$ cat src/rtl/controle_entradas.sv
// Button front end and run-control FSM for a BCD stopwatch: synchronizes and debounces
// four buttons, turns presses into one-cycle pulses and drives Moore command levels.
module controle_entradas #(
    parameter int DEBOUNCE_CYCLES = 500000
) (
    input  logic       clock,
    input  logic       reset,
    input  logic       btn_contar,
    input  logic       btn_pausar,
    input  logic       btn_parar,
    input  logic       btn_zerar,
    input  logic [3:0] num_ms,
    input  logic [3:0] num_us,
    input  logic [3:0] num_ds,
    input  logic [3:0] num_cs,
    output logic       resetC,
    output logic       contarC,
    output logic       pausarC,
    output logic       pararC,
    output logic [1:0] estado
);
    localparam int CW = $clog2(DEBOUNCE_CYCLES + 1);

    typedef enum logic [1:0] {
        PARADO   = 2'b00,
        CONTANDO = 2'b01,
        PAUSADO  = 2'b10,
        ZERANDO  = 2'b11
    } state_t;

    // Bit order: 0 contar, 1 pausar, 2 parar, 3 zerar (ascending priority).
    logic [3:0] btn_raw;
    logic [3:0] pulse;

    assign btn_raw = {btn_zerar, btn_parar, btn_pausar, btn_contar};

    generate
        for (genvar gi = 0; gi < 4; gi++) begin : g_btn
            logic          sync1_q, sync2_q;
            logic          deb_q, deb_d, deb_dly_q;
            logic          pulse_q, pulse_d;
            logic [CW-1:0] cnt_q, cnt_d;

            always_comb begin
                deb_d   = deb_q;
                cnt_d   = '0;
                if (sync2_q != deb_q) begin
                    // The Nth consecutive differing cycle accepts the new level.
                    if (cnt_q == CW'(DEBOUNCE_CYCLES - 1)) begin
                        deb_d = sync2_q;
                    end else begin
                        cnt_d = cnt_q + 1'b1;
                    end
                end
                pulse_d = deb_q & ~deb_dly_q;
            end

            always_ff @(posedge clock or negedge reset) begin
                if (!reset) begin
                    sync1_q   <= 1'b0;
                    sync2_q   <= 1'b0;
                    deb_q     <= 1'b0;
                    deb_dly_q <= 1'b0;
                    cnt_q     <= '0;
                    pulse_q   <= 1'b0;
                end else begin
                    sync1_q   <= btn_raw[gi];
                    sync2_q   <= sync1_q;
                    deb_q     <= deb_d;
                    deb_dly_q <= deb_q;
                    cnt_q     <= cnt_d;
                    pulse_q   <= pulse_d;
                end
            end

            assign pulse[gi] = pulse_q;
        end
    endgenerate

    logic ev_zerar, ev_parar, ev_pausar, ev_contar;
    logic terminal;

    // Only the highest-priority pulse of a cycle survives.
    assign ev_zerar  = pulse[3];
    assign ev_parar  = pulse[2] & ~pulse[3];
    assign ev_pausar = pulse[1] & ~pulse[2] & ~pulse[3];
    assign ev_contar = pulse[0] & ~pulse[1] & ~pulse[2] & ~pulse[3];

    assign terminal = (num_ms == 4'd9) && (num_us == 4'd9) &&
                      (num_ds == 4'd9) && (num_cs == 4'd9);

    state_t state_q, state_d;

    always_comb begin
        state_d = state_q;
        unique case (state_q)
            PARADO: begin
                if (ev_zerar)       state_d = ZERANDO;
                else if (ev_contar) state_d = CONTANDO;
            end
            CONTANDO: begin
                if (ev_zerar)       state_d = ZERANDO;
                else if (terminal)  state_d = PARADO;
                else if (ev_parar)  state_d = PARADO;
                else if (ev_pausar) state_d = PAUSADO;
            end
            PAUSADO: begin
                if (ev_zerar)       state_d = ZERANDO;
                else if (ev_parar)  state_d = PARADO;
                else if (ev_contar) state_d = CONTANDO;
            end
            ZERANDO: state_d = PARADO;
            default: state_d = PARADO;
        endcase
    end

    always_ff @(posedge clock or negedge reset) begin
        if (!reset) begin
            state_q <= PARADO;
        end else begin
            state_q <= state_d;
        end
    end

    assign pararC  = (state_q == PARADO);
    assign contarC = (state_q == CONTANDO);
    assign pausarC = (state_q == PAUSADO);
    assign resetC  = (state_q == ZERANDO);
    assign estado  = state_q;

endmodule

$ cat config.mk
export PLATFORM = sky130hd
export DESIGN_NAME = controle_entradas
export DESIGN_NICKNAME = d
export VERILOG_FILES = /design/src/rtl/controle_entradas.sv
export SDC_FILE = /design/constraint.sdc
export NUM_CORES = 1
export LEC_CHECK = 0
export ABC_AREA = 0
export BUFFER_PORTS_ARGS = -buffer_cell sky130_fd_sc_hd__buf_2
export CAP_MARGIN = 25
export CELL_PAD_IN_SITES_DETAIL_PLACEMENT = 1
export CELL_PAD_IN_SITES_GLOBAL_PLACEMENT = 1
export CORE_ASPECT_RATIO = 0.8
export CORE_UTILIZATION = 43
export DETAILED_ROUTE_END_ITERATION = 8
export PLACE_DENSITY_LB_ADDON = 0.25
export SYNTH_ARGS = -nofsm -noshare
export SYNTH_HDL_FRONTEND = slang
export SYNTH_SLANG_ARGS = --single-unit
$ cat constraint.sdc
create_clock -name clock -period 1.82 [get_ports clock]
set_input_delay 0.091 -clock clock [delete_from_list [all_inputs] [get_ports clock]]
set_output_delay 0.091 -clock clock [all_outputs]
set_load 0.02 [all_outputs]
==> impl_results.md, run 1 <==
- Slew HR: 66.1%
- Grt total ovfl: 0
- Synth Area in Adders: about 1.1%
- Final total power: about 4.2 mW
- Synth top area share: a little over half
- Reg clk slew, reported paths: roughly 0.07 ns
- Largest net degree at the start of global routing: 41
- Crit path kind: reg -> reg
- Worst hold path class: in -> reg
- H-tree Lvls: 3
- Top-level I/O count: 28
- Clock skew: about 0.0064 ns
- Remaining DRCs: 0
- Initial antenna violation count: 0
- Async set-or-reset flop fraction in the synthesized netlist: 100%
- RSZ-0062 raised after global routing: true
- Post-synth EDFFs: 0
- Met3 WL post-DR: just under 300 µm
- CP arrival: approximately 2.1 ns
- FF+latch count, synth: 98
- First-pass GRT wire length: 18,700 µm
- Mux cell area share after synthesis: less than 1%
- Routed wire length: 11,300 µm
- Most frequent cells in the layout: dfrtp_1 (95), nor2_1 (61), buf_4 (57)
- Worst Path Buf+Inv: 0
- Final Worst Setup Slack: -0.00408 ns
- Final ANT Viol Nets: 0
- Pre-Repair DR Iteration Count: 4
- Max frequency: between 0.5 and 0.6 GHz
- Cell Area, Synth: between 0.004 and 0.005 mm²
- Synth Area in XOR/XNOR: under 10%
- CP endpoint kind: flip-flop
- Worst r2r path cells: 4
- Die W: 117 µm
- Detailed placement HPWL: approximately 7600 µm
- Die extent in y: ~94 µm
- Pwr dens: 734 mW/mm²
- M1 WL: between 5000 and 6000 µm
- Share of cells above drive strength 1: a little over a quarter
- Clock Tree Buf Depth: 2
- Top routing layer in use: met4
- IO buf count: 27
- ANT cells: 0
- Max rail drop VDD: 0.412 mV
- Vias per cell: ~5.3
- FF-to-FF End: g_btn[0].cnt_q[17]
- All-Layer GR Usage: 21.6%
- Layout fillers: between 1,000 and 1,500
- Worst path slowest cell: or4_4
- Cell accounting for the most synthesized area: dfrtp_1
- Setup TNS: -0.00408 ns
- Crit-path cells: nand3_2, or4_4, or4_1, a21oi_1
- Core area: just over 0.01 mm²
- Post-synth cell types: 37
- Tcrit/Tclk final: 100%
- Sink Count: between 90 and 100
- Initial core utilization: between 40% and 50%
- Critical path capture point: g_btn[0].cnt_q[17]
- Clock Latency Late Sink: around 0.35 ns
- Total Nets Final: 565
- Register area: approximately 0.0025 mm²
- Initial DRC count: 133
- Num CTS Buffers: 9
- Via Count: approximately 3,600
- Share of the yosys chip area belonging to registers: roughly 54%
- Vias in the first global route: roughly 3,900
- Failing checks: setup timing
- Worst-Margin Slew: 0.508 ns
- Synth Warn #: 0
- Pleak: ~2.4 nW
- Maxcap violations: 0
- Final Hold Vio Count: 0
- Setup crit start: g_btn[0].cnt_q[4]
- Post-synthesis simple-gate area fraction: 25.2%
- Synth Area in Compound Gates: 7.14%
- GP Congestion: approximately 0.76
- CP required: between 2 and 2.5 ns
- R2r setup slk: -0.004 ns
- Final min period: 1.82 ns
- Post-route insts no fill: ~680
- Met2 Wirelength: roughly 5700 µm
- CP Max Fanout: 8
- FP Rows: 33
- Setup violators final: 1
- Main combinational cell family by area after synthesis: simple AND/OR/NAND/NOR gates
- CTS root buffer: clkbuf_16
- Critical Path Max Stage Delay: 0.54 ns
- Avg Inst Size Synth: about 10 µm²
- Post-Place Cells: roughly 650
- Number of cells on the critical path: 4
- Die ar.: between 0.01 and 0.015 mm²
- CTS tree: built
- Synth area leaders: dfrtp_1 (54%), nor2_1 (5.0%), xnor2_1 (4.8%)
- Wire per inst: approximately 17 µm
- CP top delay family: simple AND/OR/NAND/NOR gates
- Slew Limit Fails: 0
- Status: finished, violations left
- Multi-input logic area: between 0.002 and 0.0025 mm²
- R2r startpoint: g_btn[0].cnt_q[4]
- Crit start category: flip-flop
- Post-Syn Instances: between 400 and 500
- Most common cell after layout, fill and taps aside: dfrtp_1
- Area grow syn2layout: 25.5%
- Syn nets: 476
- Prevailing post-synth register cell: dfrtp_1
## sequential cells by signal, summed over array words and instances (netlist names)
signal,count
estado,2
g_btn.cnt_q,76
ev_zerar,1
g_btn.pulse_q,3
g_btn.deb_q,4
g_btn.sync2_q,4
g_btn.deb_dly_q,4
g_btn.sync1_q,4
## tightest hold or removal path, cell delays in order
cell	delay, ns
buf_2	0.07
nor3b_1	0.04
a31o_2	0.20
a21oi_1	0.14
## metal layers
layer	GRT usage [%]	vias up
met5	0	-
met4	7.68	0
met3	5.40	16
met2	37.5	45
met1	26.3	1819
li1	-	1762
## where the power goes
| part | switching (mW) | total (mW) | internal [mW] |
|---|---|---|---|
| sequential | 0.0261 | 2.23 | 2.21 |
| combinational | 0.121 | 0.206 | 0.0848 |
| clock | 0.819 | 1.77 | 0.952 |
## synthesized netlist by cell type, types with 3 or more instances
cell      number
and4_1         8
xnor2_1       25
and3_1         3
and2_1         8
o21ai_1        3
nand2_1       26
mux2_2         4
xor2_1        24
nor2_1        61
o31ai_1       11
buf_2          6
a21oi_1       25
nand3_1       18
inv_1         16
or4_1         15
clkbuf_1       7
o21ai_0       13
nand4_1       21
nor3_1         9
dfrtp_1       98
nor2b_1        7
ha_1           4
or3_1         13
nor4b_1        3
nor4_1         7
## worst min path at each step
stage	cells past startpoint	to	slack, ns	start
floorplan	0	estado[0]	-0.20	reset
global placement	1	g_btn[1].cnt_q[16]	0.1	reset
detailed placement	1	g_btn[1].cnt_q[15]	0.10	reset
CTS	4	estado[0]	0.23	num_cs[2]
global route	4	estado[0]	0.26	num_cs[2]
finish	4	estado[0]	0.24	num_cs[2]
## cells by family (layout without fill, tap and decap cells)
kind of cell,count (synthesis),after routing
flip-flops,98,98
XOR/XNOR,49,49
adder cells (fa/ha/maj),4,4
multiplexers,4,4
buffers and inverters,29,123
AO/OA/AOI/OAI,55,55
AND/OR/NAND/NOR,211,211
## final cells by class
class                      count  share of cell area, %
inverter                      16                   1.05
sequential                    98                   42.8
clock buffer                  10                   4.16
timing repair buffer          91                   11.3
tap                          140                   3.05
multi-input combinational    323                   37.0
clock inverter                 6                  0.567
## metrics by stage
step | setup slack, ns | instance area (µm²) | hold WS, ns | utilization [%]
after floorplan | -0.0117 | 4600 | -0.205 | -
after global placement | -0.0150 | 5230 | 0.0983 | 50.9
after detailed placement | -0.0635 | 5230 | 0.104 | 50.9
after CTS | 0.0144 | 5580 | 0.233 | 54.2
after global routing | -0.0546 | 5740 | 0.258 | 55.8
final | -0.00408 | 5740 | 0.238 | 55.8
## repair_timing
item | CTS | global route
pin swaps | 0 | 7
endpoints found under the setup margin | 6 | 41
buffers inserted | 1 | 9
resized for setup | 6 | 27
endpoints found under the hold margin | 39 | 0
hold buffers | 5 | 0
No activity file was read; power rests on OpenSTA's default activity.
==> inputs of run 2 (changes only) <==
--- a/config.mk
+++ b/config.mk
@@ -14,6 +14,7 @@
 export CORE_UTILIZATION = 43
 export DETAILED_ROUTE_END_ITERATION = 8
 export PLACE_DENSITY_LB_ADDON = 0.25
+export SKIP_CTS_REPAIR_TIMING = 1
 export SYNTH_ARGS = -nofsm -noshare
 export SYNTH_HDL_FRONTEND = slang
 export SYNTH_SLANG_ARGS = --single-unit
==> constraint.sdc (replaced) <==
create_clock -name clock -period 1.56 [get_ports clock]
set_input_delay 0.078 -clock clock [delete_from_list [all_inputs] [get_ports clock]]
set_output_delay 0.078 -clock clock [all_outputs]
set_load 0.02 [all_outputs]
==> run 2 against run 1 <==
  * The run still ends with setup timing left
  * First-iteration DRC count increased by 47%
  * Clock skew increased by 0.0022 ns
  * Non-clock buffer count increased by 60
  * Critical path type unchanged
  * Hold slack got worse by 0.053 ns
  * Largest power group unchanged
  * Combinational power increased by 65%
  * Cell count increased by 8.8%
  * Die area unchanged
==> impl_results.md, run 2 (synthesis results as in run 1) <==
- Utilization after layout: 65.2% (was 55.8%)
- Status: finished, violations left (unchanged)
- Crit path kind: reg -> reg (unchanged)
- Max rail drop VDD: 0.658 mV (was 0.412 mV)
- Num CTS Buffers: 9 (unchanged)
- Clock skew: 0.00861 ns (was 0.00642 ns)
- Final Worst Setup Slack: -0.258 ns (was -0.00408 ns)
- Critical Path Max Stage Delay: 0.58 ns (was 0.54 ns)
- Layout fillers: 1,074 (was 1,144)
- Top-level I/O count: 28 (unchanged)
- Pre-Repair DR Iteration Count: 4 (unchanged)
- Most common cell after layout, fill and taps aside: buf_4 (was dfrtp_1)
- Worst-Margin Slew: 0.374 ns (was 0.508 ns)
- Total Nets Final: 625 (was 565)
- Final ANT Viol Nets: 0 (unchanged)
- Worst Path Buf+Inv: 2 (was 0)
- Initial core utilization: 44.5% (unchanged)
- Final min period: 1.82 ns (about the same)
- Setup crit start: g_btn[0].cnt_q[17] (was g_btn[0].cnt_q[4])
- Initial DRC count: 196 (was 133)
- Crit-path cells: nand3_2, or4b_4, o31ai_4, buf_6, clkbuf_16, a21oi_2 (was nand3_2, or4_4, or4_1, a21oi_1)
- First-pass GRT wire length: 20,400 µm (was 18,700 µm)
- CP endpoint kind: flip-flop (unchanged)
- Core area: 0.0103 mm² (unchanged)
- Die extent in y: 94.3 µm (unchanged)
- Worst path slowest cell: or4b_4 (was or4_4)
- Failing checks: setup timing (unchanged)
- CP required: 1.78 ns (was 2.09 ns)
- Vias in the first global route: 4,264 (was 3,894)
- Maxcap violations: 0 (unchanged)
- Pwr dens: 804 mW/mm² (was 734 mW/mm²)
- Grt total ovfl: 0 (unchanged)
- Most frequent cells in the layout: buf_4 (98), dfrtp_1 (97), nor2_1 (39) (was dfrtp_1 (95), nor2_1 (61), buf_4 (57))
- Remaining DRCs: 0 (unchanged)
- H-tree Lvls: 3 (unchanged)
- Sink Count: 98 (unchanged)
- All-Layer GR Usage: 23.6% (was 21.6%)
- Area grow syn2layout: 46.4% (was 25.5%)
- Setup violators final: 76 (was 1)
- GP Congestion: 0.811 (was 0.756)
- Reg with most FFs: g_btn.cnt_q (unchanged)
- Setup TNS: -9.30 ns (was -0.00408 ns)
- Wire per inst: 20.1 µm (was 16.5 µm)
- Initial antenna violation count: 0 (unchanged)
- Final Hold Vio Count: 0 (unchanged)
- Reg clk slew, reported paths: 0.07 ns (about the same)
- CTS root buffer: clkbuf_16 (unchanged)
- ANT cells: 0 (unchanged)
- Clock Latency Late Sink: 0.35 ns (about the same)
- Crit start category: flip-flop (unchanged)
- IO buf count: 27 (unchanged)
- Slew HR: 74.9% (was 66.1%)
- Clock Tree Buf Depth: 2 (unchanged)
- CP top delay family: simple AND/OR/NAND/NOR gates (unchanged)
- Die W: 117 µm (unchanged)
- Die ar.: 0.0111 mm² (unchanged)
- Tcrit/Tclk final: 117% (was 100%)
- Detailed placement HPWL: 8710 µm (was 7630 µm)
- Via Count: 4,158 (was 3,642)
- CP Max Fanout: 5 (was 8)
- Slew Limit Fails: 0 (unchanged)
- Worst hold path class: in -> async (was in -> reg)
- Routed wire length: 14,900 µm (was 11,300 µm)
- Vias per cell: 5.59 (was 5.32)
- CP arrival: 2.04 ns (was 2.10 ns)
- Max frequency: 0.550 GHz (was 0.548 GHz)
- CTS tree: built (unchanged)
- Largest net degree at the start of global routing: 34 (was 41)
- R2r startpoint: g_btn[0].cnt_q[17] (was g_btn[0].cnt_q[4])
- RSZ-0062 raised after global routing: true (unchanged)
- Pleak: 2.84 nW (was 2.44 nW)
- Max reg flops: 76 (unchanged)
- Share of cells above drive strength 1: 44.2% (was 27.0%)
- FP Rows: 33 (unchanged)
- Worst hold slack: 0.185 ns (was 0.238 ns)
## run 2: worst paths after layout
kind                                      end  slack [ns]  depth (start not counted)
max                        g_btn[0].cnt_q[11]       -0.26                          6
min                        g_btn[3].cnt_q[14]        0.18                          2
max reg2reg                g_btn[0].cnt_q[11]       -0.26                          6
min reg2reg                  g_btn[0].sync2_q        0.35                          0
max in group asynchronous   g_btn[2].cnt_q[3]        0.77                          3
min in group clock                  estado[0]        0.25                          4
## run 2: stage by stage
stage	area (µm²)	std cells	power (mW)	setup slack [ns]
final	6700	744	5.39	-0.258
after global routing	6700	744	5.56	-0.315
after CTS	5980	714	5.33	-0.280
after detailed placement	5660	698	2.92	-0.247
after global placement	5660	698	2.90	-0.167
after floorplan	4690	450	2.74	-0.269
## run 2: final cells by class
| class | count | area, µm² | share of cell area (%) |
|---|---|---|---|
| clock buffers | 11 | 243 | 3.62 |
| repair buffers | 151 | 1230 | 18.3 |
| flip-flops and latches | 98 | 2450 | 36.6 |
| multi-input cells | 323 | 2460 | 36.8 |
| inverters | 16 | 60.1 | 0.897 |
| well taps | 140 | 175 | 2.61 |
| clock inverters | 5 | 77.6 | 1.16 |
## run 2: worst reg2reg max path, cell delays in order, from the launching register on
cell and delay (ns):
dfrtp_1 0.37, nand3_2 0.09, or4b_4 0.58, o31ai_4 0.27
buf_6 0.18, clkbuf_16 0.16, a21oi_2 0.04
## run 2: routing by layer
metal | global-route usage [%] | routed length [µm] | vias up
li1 | - | - | 1889
met2 | 43.3 | 7740 | 105
met3 | 6.07 | 493 | 46
met5 | 0 | 0 | -
met4 | 6.17 | 467 | 0
met1 | 27.4 | 6220 | 2118
## run 2: report_power, final
part	leakage (nW)	internal (mW)	total (mW)	switching, mW
clock network	0.156	1.45	2.44	0.996
registers	1.33	2.58	2.60	0.0296
logic	1.35	0.155	0.340	0.185
total	2.84	4.18	5.39	1.21
